`config.mk`:
```
export PLATFORM = sky130hd
export DESIGN_NAME = ifetch_queue_flat
export DESIGN_NICKNAME = d
export VERILOG_FILES = /design/src/rtl/ifetch_queue_pkg.sv /design/src/rtl/ifetch_queue_if.sv /design/src/rtl/ifetch_queue_fetch_fifo.sv /design/src/rtl/ifetch_queue.sv /design/src/flat_wrapper.sv
export SDC_FILE = /design/constraint.sdc
export NUM_CORES = 1
export LEC_CHECK = 0
export ABC_CLOCK_PERIOD_IN_PS = 4150
export CAP_MARGIN = 20
export CORE_ASPECT_RATIO = 0.8
export CORE_MARGIN = 5
export CORE_UTILIZATION = 30
export DETAILED_ROUTE_END_ITERATION = 10
export PLACE_DENSITY = 0.52
export SKIP_LAST_GASP = 1
export SLEW_MARGIN = 20
export SYNTH_ARGS = -nofsm -noshare
export SYNTH_HDL_FRONTEND = slang
export SYNTH_SLANG_ARGS = --single-unit
```
`constraint.sdc`:
```
create_clock -name clk -period 4.15 [get_ports clk]
set_clock_uncertainty 0.05 [all_clocks]
set_input_delay 0.415 -clock clk [delete_from_list [all_inputs] [get_ports clk]]
set_output_delay 0.415 -clock clk [all_outputs]
set_load 0.01 [all_outputs]
```
`src/rtl/ifetch_queue_pkg.sv`:
```
// rtl/ifetch_queue_pkg.sv - shared widths, entry type and PC helper for the fetch queue
package ifetch_queue_pkg;

  localparam int WORD_W = 32;
  localparam logic [WORD_W-1:0] PC_STEP = 32'd4;

  typedef struct packed {
    logic [WORD_W-1:0] pc;
    logic [WORD_W-1:0] inst;
  } fetch_entry_t;

  // Fetch addresses are always word aligned; low two bits are discarded.
  function automatic logic [WORD_W-1:0] align_pc(input logic [WORD_W-1:0] pc);
    return {pc[WORD_W-1:2], 2'b00};
  endfunction

endpackage

```
`src/rtl/ifetch_queue_if.sv`:
```
// rtl/ifetch_queue_if.sv - memory, redirect and datapath handshakes of the fetch stage
interface ifetch_queue_if;
  import ifetch_queue_pkg::*;

  logic              imem_req_valid;
  logic              imem_req_ready;
  logic [WORD_W-1:0] imem_req_addr;
  logic              imem_resp_valid;
  logic [WORD_W-1:0] imem_resp_data;
  logic              redirect_valid;
  logic [WORD_W-1:0] redirect_pc;
  logic              inst_valid;
  logic              inst_ready;
  logic [WORD_W-1:0] inst;
  logic [WORD_W-1:0] inst_pc;

  // The fetch stage itself.
  modport master (
    output imem_req_valid, imem_req_addr, inst_valid, inst, inst_pc,
    input  imem_req_ready, imem_resp_valid, imem_resp_data,
    input  redirect_valid, redirect_pc, inst_ready
  );

  // Memory and datapath side.
  modport slave (
    input  imem_req_valid, imem_req_addr, inst_valid, inst, inst_pc,
    output imem_req_ready, imem_resp_valid, imem_resp_data,
    output redirect_valid, redirect_pc, inst_ready
  );

endinterface

```
`src/rtl/ifetch_queue_fetch_fifo.sv`:
```
// rtl/ifetch_queue_fetch_fifo.sv - DEPTH-entry FIFO of {pc, inst} with flush and async clear
module ifetch_queue_fetch_fifo
  import ifetch_queue_pkg::*;
#(
  parameter int DEPTH = 4,
  localparam int PW = $clog2(DEPTH)
) (
  input  logic         i_clk,
  input  logic         i_clear_n,
  input  logic         i_push,
  input  fetch_entry_t i_push_data,
  input  logic         i_pop,
  input  logic         i_flush,
  output fetch_entry_t o_head,
  output logic [PW:0]  o_count
);

  fetch_entry_t r_mem [DEPTH];
  logic [PW-1:0] r_rd_ptr;
  logic [PW-1:0] r_wr_ptr;
  logic [PW:0]   r_count;
  logic          w_do_push;
  logic          w_do_pop;

  // A flush discards any same-cycle write; a pop is still honoured.
  assign w_do_pop  = i_pop && (r_count != '0);
  assign w_do_push = i_push && !i_flush && (r_count != (PW+1)'(DEPTH));

  // Entry storage; contents are only meaningful while counted.
  always_ff @(posedge i_clk) begin
    if (w_do_push) r_mem[r_wr_ptr] <= i_push_data;
  end

  // Pointers wrap naturally; count tracks occupancy.
  always_ff @(posedge i_clk or negedge i_clear_n) begin
    if (!i_clear_n) begin
      r_rd_ptr <= '0;
      r_wr_ptr <= '0;
      r_count  <= '0;
    end else if (i_flush) begin
      r_rd_ptr <= '0;
      r_wr_ptr <= '0;
      r_count  <= '0;
    end else begin
      if (w_do_push) r_wr_ptr <= r_wr_ptr + 1'b1;
      if (w_do_pop)  r_rd_ptr <= r_rd_ptr + 1'b1;
      r_count <= r_count + (PW+1)'(w_do_push) - (PW+1)'(w_do_pop);
    end
  end

  assign o_head  = r_mem[r_rd_ptr];
  assign o_count = r_count;

endmodule

```
`src/rtl/ifetch_queue.sv`:
```
// rtl/ifetch_queue.sv - fetch PC, request credit, redirect handling and instruction queue
module ifetch_queue
  import ifetch_queue_pkg::*;
#(
  parameter logic [31:0] RESET_PC = 32'h0000_0000,
  parameter int          DEPTH    = 4
) (
  input  logic clk,
  input  logic reset,
  ifetch_queue_if.master bus
);

  localparam int PW = $clog2(DEPTH);

  logic [WORD_W-1:0] r_fetch_pc;
  logic [WORD_W-1:0] r_req_pc;
  logic              r_pend_q;
  logic [PW:0]       w_count;
  logic [PW+1:0]     w_used;
  logic              w_credit;
  logic              w_req_fire;
  logic              w_push;
  logic              w_pop;
  logic              w_inst_valid;
  fetch_entry_t      w_head;
  fetch_entry_t      w_push_data;

  // Queued entries plus the one in flight must leave room for a new response.
  assign w_used   = {1'b0, w_count} + {{(PW+1){1'b0}}, r_pend_q};
  assign w_credit = w_used < (PW+2)'(DEPTH);

  assign bus.imem_req_valid = reset && !bus.redirect_valid && w_credit;
  assign bus.imem_req_addr  = r_fetch_pc;
  assign w_req_fire         = bus.imem_req_valid && bus.imem_req_ready;

  // Responses only count when we are waiting for one and not flushing.
  assign w_push       = r_pend_q && bus.imem_resp_valid && !bus.redirect_valid;
  assign w_push_data  = '{pc: r_req_pc, inst: bus.imem_resp_data};
  assign w_inst_valid = (w_count != '0);
  assign w_pop        = w_inst_valid && bus.inst_ready;

  ifetch_queue_fetch_fifo #(.DEPTH(DEPTH)) u_fifo (
    .i_clk       (clk),
    .i_clear_n   (reset),
    .i_push      (w_push),
    .i_push_data (w_push_data),
    .i_pop       (w_pop),
    .i_flush     (bus.redirect_valid),
    .o_head      (w_head),
    .o_count     (w_count)
  );

  assign bus.inst_valid = w_inst_valid;
  assign bus.inst       = w_inst_valid ? w_head.inst : '0;
  assign bus.inst_pc    = w_inst_valid ? w_head.pc   : '0;

  // Fetch PC advances on acceptance; redirect restarts it and cancels the pending response.
  always_ff @(posedge clk or negedge reset) begin
    if (!reset) begin
      r_fetch_pc <= RESET_PC;
      r_req_pc   <= RESET_PC;
      r_pend_q   <= 1'b0;
    end else if (bus.redirect_valid) begin
      r_fetch_pc <= align_pc(bus.redirect_pc);
      r_pend_q   <= 1'b0;
    end else begin
      r_pend_q <= w_req_fire;
      if (w_req_fire) begin
        r_req_pc   <= r_fetch_pc;
        r_fetch_pc <= r_fetch_pc + PC_STEP;
      end
    end
  end

endmodule

```
`src/flat_wrapper.sv`:
```
// flat-port wrapper written by rule: the top's interface ports become plain ports
module ifetch_queue_flat import ifetch_queue_pkg::*;
#(
  parameter logic [31:0] RESET_PC = 32'h0000_0000,
  parameter int          DEPTH    = 4
)
  (clk, reset, bus_imem_req_valid, bus_imem_req_addr, bus_inst_valid, bus_inst, bus_inst_pc, bus_imem_req_ready, bus_imem_resp_valid, bus_imem_resp_data, bus_redirect_valid, bus_redirect_pc, bus_inst_ready);
  ifetch_queue_if bus_i ();
  input  logic clk;
  input  logic reset;
  output wire logic [$bits(bus_i.imem_req_valid)-1:0] bus_imem_req_valid;
  output wire logic [$bits(bus_i.imem_req_addr)-1:0] bus_imem_req_addr;
  output wire logic [$bits(bus_i.inst_valid)-1:0] bus_inst_valid;
  output wire logic [$bits(bus_i.inst)-1:0] bus_inst;
  output wire logic [$bits(bus_i.inst_pc)-1:0] bus_inst_pc;
  input wire logic [$bits(bus_i.imem_req_ready)-1:0] bus_imem_req_ready;
  input wire logic [$bits(bus_i.imem_resp_valid)-1:0] bus_imem_resp_valid;
  input wire logic [$bits(bus_i.imem_resp_data)-1:0] bus_imem_resp_data;
  input wire logic [$bits(bus_i.redirect_valid)-1:0] bus_redirect_valid;
  input wire logic [$bits(bus_i.redirect_pc)-1:0] bus_redirect_pc;
  input wire logic [$bits(bus_i.inst_ready)-1:0] bus_inst_ready;
  assign bus_imem_req_valid = bus_i.imem_req_valid;
  assign bus_imem_req_addr = bus_i.imem_req_addr;
  assign bus_inst_valid = bus_i.inst_valid;
  assign bus_inst = bus_i.inst;
  assign bus_inst_pc = bus_i.inst_pc;
  assign bus_i.imem_req_ready = bus_imem_req_ready;
  assign bus_i.imem_resp_valid = bus_imem_resp_valid;
  assign bus_i.imem_resp_data = bus_imem_resp_data;
  assign bus_i.redirect_valid = bus_redirect_valid;
  assign bus_i.redirect_pc = bus_redirect_pc;
  assign bus_i.inst_ready = bus_inst_ready;
  ifetch_queue #(.RESET_PC(RESET_PC), .DEPTH(DEPTH)) u_core (.clk(clk), .reset(reset), .bus(bus_i));
endmodule
```
==> metrics, run 1 <==
P per Cell Area 584 nW/um^2; first-pass GRT wire length 46300 um; Area growth syn-to-layout 26.4%; Sink Count 316; startpoint types flip-flop; RSZ-0062 raised after global routing false; worst slew pin tran 977 ps; most frequent cells in the layout edfxtp_1, clkdlybuf4s50_1, dfrtp_1; CTS root buffer clkbuf_16; dpl cell area 15200 um^2; CTS tree built; Final GP Congestion 0.767; outcome finished, final reports clean; CTS Hold Bufs 1; Detail Placement HPWL 19500 um; Slew Limit Headroom 34.8%; count of different cell masters after synthesis 52; Post-Syn Area 12800 um^2; die height 195 um; max-slew violations 0; Nets 972; crit path DAT 2960 ps; final WL 30100 um; Max Fclk 292 MHz; max_cap viols 0; vias in the first global route 7210; Die ar. 47100 um^2; total track usage 12.7%; Post-synth EDFFs 248; Post-synth ARST share 21.5%; pre-CTS setup slack 1110 ps; Worst-Skew Late Latency 560 ps; commonest non-fill, non-tap cell in the layout edfxtp_1; initial antenna violation count 1; Final ANT Viol Nets 0; grt ovf 0; post-route clock period utilization 82.4%; Main synth FF type edfxtp_1; min Tclk post-route 3420 ps; sequential area share after synthesis 71.3%; postcts setup bufs 0; CTS max path bufs 3; VDD IR-drop max 0.251 mV; core area 42100 um^2; row cnt 67; DR WL/cell 20.5 um; WP data required 3680 ps; Worst Hold Class in2reg; Finish-stage setup viols 0; H-tree depth 1; crit-path max FO 38; CTS clk-pin slew, worst paths 60 ps; io pins 168; total via count in the routed design 6780; final instance area 16200 um^2; DRT Pass-1 Iters 5; CTS Buf Count 31; WS Path Type reg2out; Worst Setup Slack, final 729 ps; LEAKAGE 5.39 nW; # diodes 0; DR vias/cell 4.62; Setup TNS 0 ps; DRC viols 0; Die X 241 um; port bufs 161; final hold vios 0; CP endpoint kind output pin; share of post-route cells with drive strength above 1 20.1%; YS warnings 0; Mean Syn Cell Area 17.9 um^2; largest net degree at the start of global routing 50; iteration-0 DRC count of the detailed router 308; Starting Density 30.5%; flops & latches, synth 316; R2R Setup Slk 1310 ps; synthesized instance count 719; Post-CTS Resized 0
-- synthesized netlist by cell type, drive strengths merged (2+ instances only) --
library cell	n	area share (%)
and2	70	3.4
and4	5	0.35
buf	19	0.86
clkbuf	22	0.64
dfrtp	68	13
edfxtp	248	58
ha	8	0.78
inv	7	0.20
mux2	35	3.1
mux2i	3	0.23
mux4	62	11
nand2	40	1.2
nand3	10	0.39
nand3b	2	0.12
nand4	15	0.83
nor2	13	0.40
nor3	8	0.35
nor4	11	0.75
o211ai	2	0.12
o21ai	22	0.86
o22a	2	0.14
or3	2	0.11
or4	2	0.15
xnor2	19	1.3
xor2	11	0.75
-- critical path, stage by stage (launching register included) --
cell	delay [ps]
dfrtp_1	440
or3_2	790
buf_4	370
and2_1	200
clkdlybuf4s50_1	560
-- flip-flops by register name (all words and copies together) (netlist names) --
name and count:
u_core.bus.imem_req_addr 30, u_core.r_pend_q 1, u_core.r_req_pc 30, u_core.u_fifo.o_count 3, u_core.u_fifo.r_mem 248, u_core.u_fifo.r_rd_ptr 2
u_core.u_fifo.r_wr_ptr 2
-- kinds of logic (layout without fill, tap and decap cells) --
logic type / after synthesis / count (layout) / synth area share (%)
DFF: 316 / 316 / 71.3
and+or+nand+nor: 183 / 183 / 8.40
muxes: 100 / 100 / 14.2
buffers and inverters: 49 / 244 / 1.73
AOI/OAI and AO/OA: 31 / 31 / 1.40
xor gates and xnor gates: 30 / 30 / 2.05
adders and majority gates: 9 / 9 / 0.936
other: 1 / 4 / 0.0292
-- final cells by class --
| cell class | instances | area (um^2) |
|---|---|---|
| repair buffers | 179 | 1800 |
| fillers | 3892 | 25900 |
| well taps | 552 | 691 |
| clock inverters | 19 | 224 |
| flip-flops and latches | 316 | 9160 |
| inverters | 8 | 30.0 |
| multi-input cells | 357 | 3490 |
| clock buffers | 38 | 832 |
-- power by group --
| part | leakage, nW | switching, mW | total, mW | internal [mW] |
|---|---|---|---|---|
| registers | 3.07 | 0.351 | 4.10 | 3.75 |
| clock network | 0.517 | 1.16 | 2.89 | 1.73 |
| logic | 1.80 | 1.05 | 2.49 | 1.43 |
-- per-layer routing --
metal  global-route usage [%]  vias up  part of all wire [%]
met5                        0        -                 0.043
li1                         -     3123                     -
met1                     18.5     3468                    47
met3                     3.17       29                   5.5
met2                     19.7      158                    46
met4                     2.13        2                   1.7
-- final timing paths --
kind	cells after the start	end	start
min in group asynchronous	2	u_core.bus.imem_req_addr[18]	reset
max in group asynchronous	3	u_core.r_req_pc[29]	reset
worst max-delay path	4	bus_inst_pc[17]	u_core.u_fifo.o_count[2]
worst min-delay path	2	u_core.u_fifo.o_count[2]	bus_redirect_valid
worst min register to register	0	u_core.u_fifo.r_mem[1][60]	u_core.r_req_pc[28]
worst max register to register	9	u_core.u_fifo.o_count[2]	u_core.u_fifo.o_count[2]
-- metrics by stage --
| step | cells | utilization (%) | power, mW | hold WS, ps |
|---|---|---|---|---|
| floorplan | 722 | - | 5.37 | 69.4 |
| global route | 1469 | 38.6 | 10.0 | 150 |
| CTS | 1469 | 38.6 | 9.68 | 119 |
| detailed placement | 1411 | 36.0 | 6.75 | 338 |
| global placement | 1411 | 36.0 | 6.74 | 336 |
| finish | 1469 | 38.6 | 9.48 | 160 |
No activity file was read; power rests on OpenSTA's default activity.
==> inputs of run 2 (changes only) <==
--- a/config.mk
+++ b/config.mk
@@ -5,7 +5,7 @@
 export SDC_FILE = /design/constraint.sdc
 export NUM_CORES = 1
 export LEC_CHECK = 0
-export ABC_CLOCK_PERIOD_IN_PS = 4150
+export ABC_CLOCK_PERIOD_IN_PS = 3300
 export CAP_MARGIN = 20
 export CORE_ASPECT_RATIO = 0.8
 export CORE_MARGIN = 5
==> constraint.sdc (replaced) <==
create_clock -name clk -period 3.3 [get_ports clk]
set_clock_uncertainty 0.05 [all_clocks]
set_input_delay 0.33 -clock clk [delete_from_list [all_inputs] [get_ports clk]]
set_output_delay 0.33 -clock clk [all_outputs]
set_load 0.01 [all_outputs]
==> metrics, run 2 (synthesis results as in run 1) <==
outcome finished, final reports clean; VDD IR-drop max 0.326 mV; Detail Placement HPWL 19800 um; row cnt 67; Sw Pwr 3.30 mW; Max Used Layer met5; worst hold slack 224 ps; Die ar. 47100 um^2; Worst-Skew Late Latency 510 ps; CP endpoint kind output pin; Worst Hold Class in2async; vias in the first global route 7361; Starting Density 30.5%; wire length on met1 14200 um; Final GP Congestion 0.750; # fillers 3889; total track usage 12.7%; CTS clk-pin slew, worst paths 60 ps; total via count in the routed design 6862; share of post-route cells with drive strength above 1 21.2%; H-tree depth 2; Largest register FFs 248; DRT Pass-1 Iters 4; met3 WL 1740 um; LEAKAGE 5.50 nW; DR vias/cell 4.62; pre-CTS setup slack 634 ps; CTS Buf Count 35; startpoint types flip-flop; WS Path Type reg2out; Reg power frac 41.4%; post-route clock period utilization 94.5%; # diodes 0; iteration-0 DRC count of the detailed router 384; port bufs 161; max_cap viols 0; io pins 168; grt ovf 0; Post-CTS Resized 0; Clk pwr share 31.4%; combinational cell fraction of total power 27.2%; WP data required 2920 ps; internal cell power 8.96 mW; die height 195 um; largest net degree at the start of global routing 56; core area 42100 um^2; Slew Limit Headroom 50.1%; Worst Setup Slack, final 181 ps; Final ANT Viol Nets 0; Nets 988; Sink Count 316; worst slew pin tran 748 ps; crit-path max FO 6; commonest non-fill, non-tap cell in the layout edfxtp_1; R2R Setup Slk 670 ps; Die X 241 um; CTS max path bufs 3; P per Cell Area 744 nW/um^2; Setup TNS 0 ps; DRC viols 0; switch share 26.9%; most frequent cells in the layout edfxtp_1, clkdlybuf4s50_1, dfrtp_1; CTS tree built; first-pass GRT wire length 46200 um; RSZ-0062 raised after global routing false; Finish-stage setup viols 0; Max Fclk 321 MHz; initial antenna violation count 1; DR WL/cell 20.4 um; met2 wire length 13800 um; max-slew violations 0; Largest Register u_core.u_fifo.r_mem; Area growth syn-to-layout 28.4%; final WL 30300 um; crit path DAT 2740 ps; min Tclk post-route 3120 ps; CTS root buffer clkbuf_16; final hold vios 0
==> run 2: final timing paths <==
check	start	to	cells after the start
min	reset	u_core.r_pend_q	2
max reg2reg	u_core.u_fifo.o_count[2]	u_core.u_fifo.o_count[2]	9
max	u_core.u_fifo.o_count[1]	bus_imem_req_valid	5
max in group asynchronous	reset	u_core.r_req_pc[28]	3
min in group clk	bus_redirect_valid	u_core.bus.imem_req_addr[2]	3
min reg2reg	u_core.r_req_pc[23]	u_core.u_fifo.r_mem[1][55]	0
==> run 2: through the flow <==
stage               std cells  area (um^2)  power [mW]  util (%)
floorplan                 722        12800        6.75         -
global placement         1417        15300        8.50      36.3
detailed placement       1417        15300        8.52      36.3
CTS                      1479        16400        12.4      39.0
global route             1485        16500        12.9      39.2
finish                   1485        16500        12.3      39.2
==> run 2: repair_timing <==
item                                   in CTS  in global routing
buffers inserted                            0                  6
endpoints found under the hold margin      13                  0
setup endpoints to repair                   0                  1
hold buffers                                1                  0
==> run 2: area by class of cell <==
class                      count  area (um^2)  share of cell area, %
clock buffer                  44          972                   5.90
clock inverter                17          165                   1.00
inverter                       8         30.0                  0.182
multi-input combinational    357         3490                   21.2
sequential                   316         9160                   55.6
tap                          552          691                   4.19
timing repair buffer         191         1970                   12.0
==> run 2: layer usage <==
layer / vias up / track usage [%]
li1: 3164 / -
met1: 3496 / 18.3
met2: 168 / 19.6
met3: 32 / 3.40
met4: 2 / 2.74
met5: - / 0
==> run 2: worst max-delay path, stage by stage, from the launching register on <==
cell and delay, ps:
dfrtp_1 440, ha_1 240, o211a_1 250, o22a_1 300, nor3b_1 380, clkdlybuf4s50_1 610
==> run 2: power groups by stage <==
stage	registers [mW]	clock network [mW]	logic, mW
after detailed placement	5.22	0	3.30
after global placement	5.21	0	3.29
after CTS	5.14	3.98	3.31
after floorplan	5.00	0	1.75
final	5.08	3.84	3.33
after global routing	5.13	4.15	3.64
==> inputs of run 3 (changes only) <==
--- a/config.mk
+++ b/config.mk
@@ -5,13 +5,14 @@
 export SDC_FILE = /design/constraint.sdc
 export NUM_CORES = 1
 export LEC_CHECK = 0
-export ABC_CLOCK_PERIOD_IN_PS = 3300
+export ABC_CLOCK_PERIOD_IN_PS = 3900
 export CAP_MARGIN = 20
 export CORE_ASPECT_RATIO = 0.8
 export CORE_MARGIN = 5
 export CORE_UTILIZATION = 30
 export DETAILED_ROUTE_END_ITERATION = 10
 export PLACE_DENSITY = 0.52
+export SETUP_SLACK_MARGIN = 0.2
 export SKIP_LAST_GASP = 1
 export SLEW_MARGIN = 20
 export SYNTH_ARGS = -nofsm -noshare
==> constraint.sdc (replaced) <==
create_clock -name clk -period 3.9 [get_ports clk]
set_clock_uncertainty 0.05 [all_clocks]
set_input_delay 0.39 -clock clk [delete_from_list [all_inputs] [get_ports clk]]
set_output_delay 0.39 -clock clk [all_outputs]
set_load 0.01 [all_outputs]
==> metrics, run 3 (synthesis results as in run 1) <==
outcome finished, final reports clean; commonest non-fill, non-tap cell in the layout edfxtp_1; met2 wire length 13600 um; Die ar. 47100 um^2; Largest Register u_core.u_fifo.r_mem; final WL 30900 um; Largest register FFs 248; P per Cell Area 617 nW/um^2; min Tclk post-route 3260 ps; Nets 979; post-route clock period utilization 83.6%; total track usage 13.0%; DRC viols 0; crit-path max cell delay 740 ps; Worst Reg-to-Reg Cells 6; crit path to bus_inst_pc[28]; DRT Pass-1 Iters 5; Detail Placement HPWL 20100 um; Crit. Startpoint u_core.u_fifo.r_rd_ptr[0]; CP max-delay cell dfrtp_4; Die X 241 um; CTS max path bufs 3; Worst-Skew Late Latency 520 ps; Final GP Congestion 0.788; max-slew violations 0; cell family with most CP delay buffers and inverters; CTS root buffer clkbuf_16; core area 42100 um^2; RSZ-0062 raised after global routing false; Worst path depth 4; CTS clk-pin slew, worst paths 60 ps; WS Path Type reg2out; LEAKAGE 5.42 nW; largest net degree at the start of global routing 64; first-pass GRT wire length 46900 um; wire length on met1 15200 um; Final ANT Viol Nets 0; crit path DAT 2820 ps; CP endpoint kind output pin; R2R Setup Slk 1150 ps; # diodes 0; die height 195 um; iteration-0 DRC count of the detailed router 417; worst reg2reg endpoint u_core.r_req_pc[11]; final hold vios 0; Max Used Layer met4; max_cap viols 0; Final Util 38.7%; DR WL/cell 20.9 um; initial antenna violation count 0; Finish-stage setup viols 0; Sink Count 316; vias in the first global route 7310; Worst Hold Class in2async; crit-path max FO 22; CTS Buf Count 34; met3 WL 1510 um; Final Power 10.0 mW; H-tree depth 2; grt ovf 0; VDD IR-drop max 0.387 mV; CP cell instances buf_4 > mux4_2 > and2_1 > clkdlybuf4s50_1; Starting Density 30.5%; row cnt 67; pre-CTS setup slack 1050 ps; Worst Setup Slack, final 641 ps; Slew Limit Headroom 39.0%; startpoint types flip-flop; Max Fclk 307 MHz; WP data required 3460 ps; total via count in the routed design 6951; share of post-route cells with drive strength above 1 20.2%; DR vias/cell 4.71; most frequent cells in the layout edfxtp_1, clkdlybuf4s50_1, dfrtp_1; Buf/Inv on CP 2; Area growth syn-to-layout 26.8%; worst r2r src u_core.u_fifo.o_count[1]; worst slew pin tran 915 ps; io pins 168; Setup TNS 0 ps; port bufs 161; CTS tree built
[run 3: where the power goes]
part | switching [mW] | internal [mW] | leakage (nW)
clock network | 1.27 | 1.74 | 0.519
logic | 1.13 | 1.54 | 1.83
registers | 0.369 | 3.99 | 3.07
[run 3: cell type report]
type,count,area (um^2)
fillers,3925,25800
repair buffers,183,1870
clock inverters,15,72.6
well taps,552,691
inverters,8,30.0
multi-input cells,357,3490
flip-flops and latches,316,9160
clock buffers,45,966
[run 3: how the worst min path moves through the flow]
stage / startpoint / to / slack, ps / cells after the start
after floorplan: reset / u_core.bus.imem_req_addr[10] / 40 / 0
after global placement: reset / u_core.u_fifo.o_count[0] / 180 / 1
after detailed placement: reset / u_core.r_pend_q / 180 / 1
after CTS: reset / u_core.r_pend_q / 220 / 2
after global routing: reset / u_core.r_pend_q / 240 / 2
final: reset / u_core.r_pend_q / 250 / 2
[run 3: layer usage]
metal / track usage [%] / vias to the layer above
met2: 19.1 / 192
met3: 2.98 / 40
met5: 0 / -
li1: - / 3139
met1: 19.9 / 3580
met4: 2.99 / 0
[run 3: worst register-to-register path, cell delays in order (launching register included)]
cell and delay, ps:
dfrtp_1 460, ha_1 250, nand3b_1 190, o22a_1 530
nor2_4 520, buf_12 260, mux2_2 350
[run 3: what timing repair did]
action                                 4_1_cts  5_1_grt
setup buffers                                0        0
endpoints found under the hold margin        7        0
hold buffers                                 1        0
resized for setup                            0        0
[run 3: through the flow]
step                hold slack, ps  cell area, um^2  instances
global route                   241            16300       1476
finish                         253            16300       1476
global placement               178            15200       1415
CTS                            221            16300       1476
detailed placement             177            15200       1415
floorplan                     44.4            12800        722
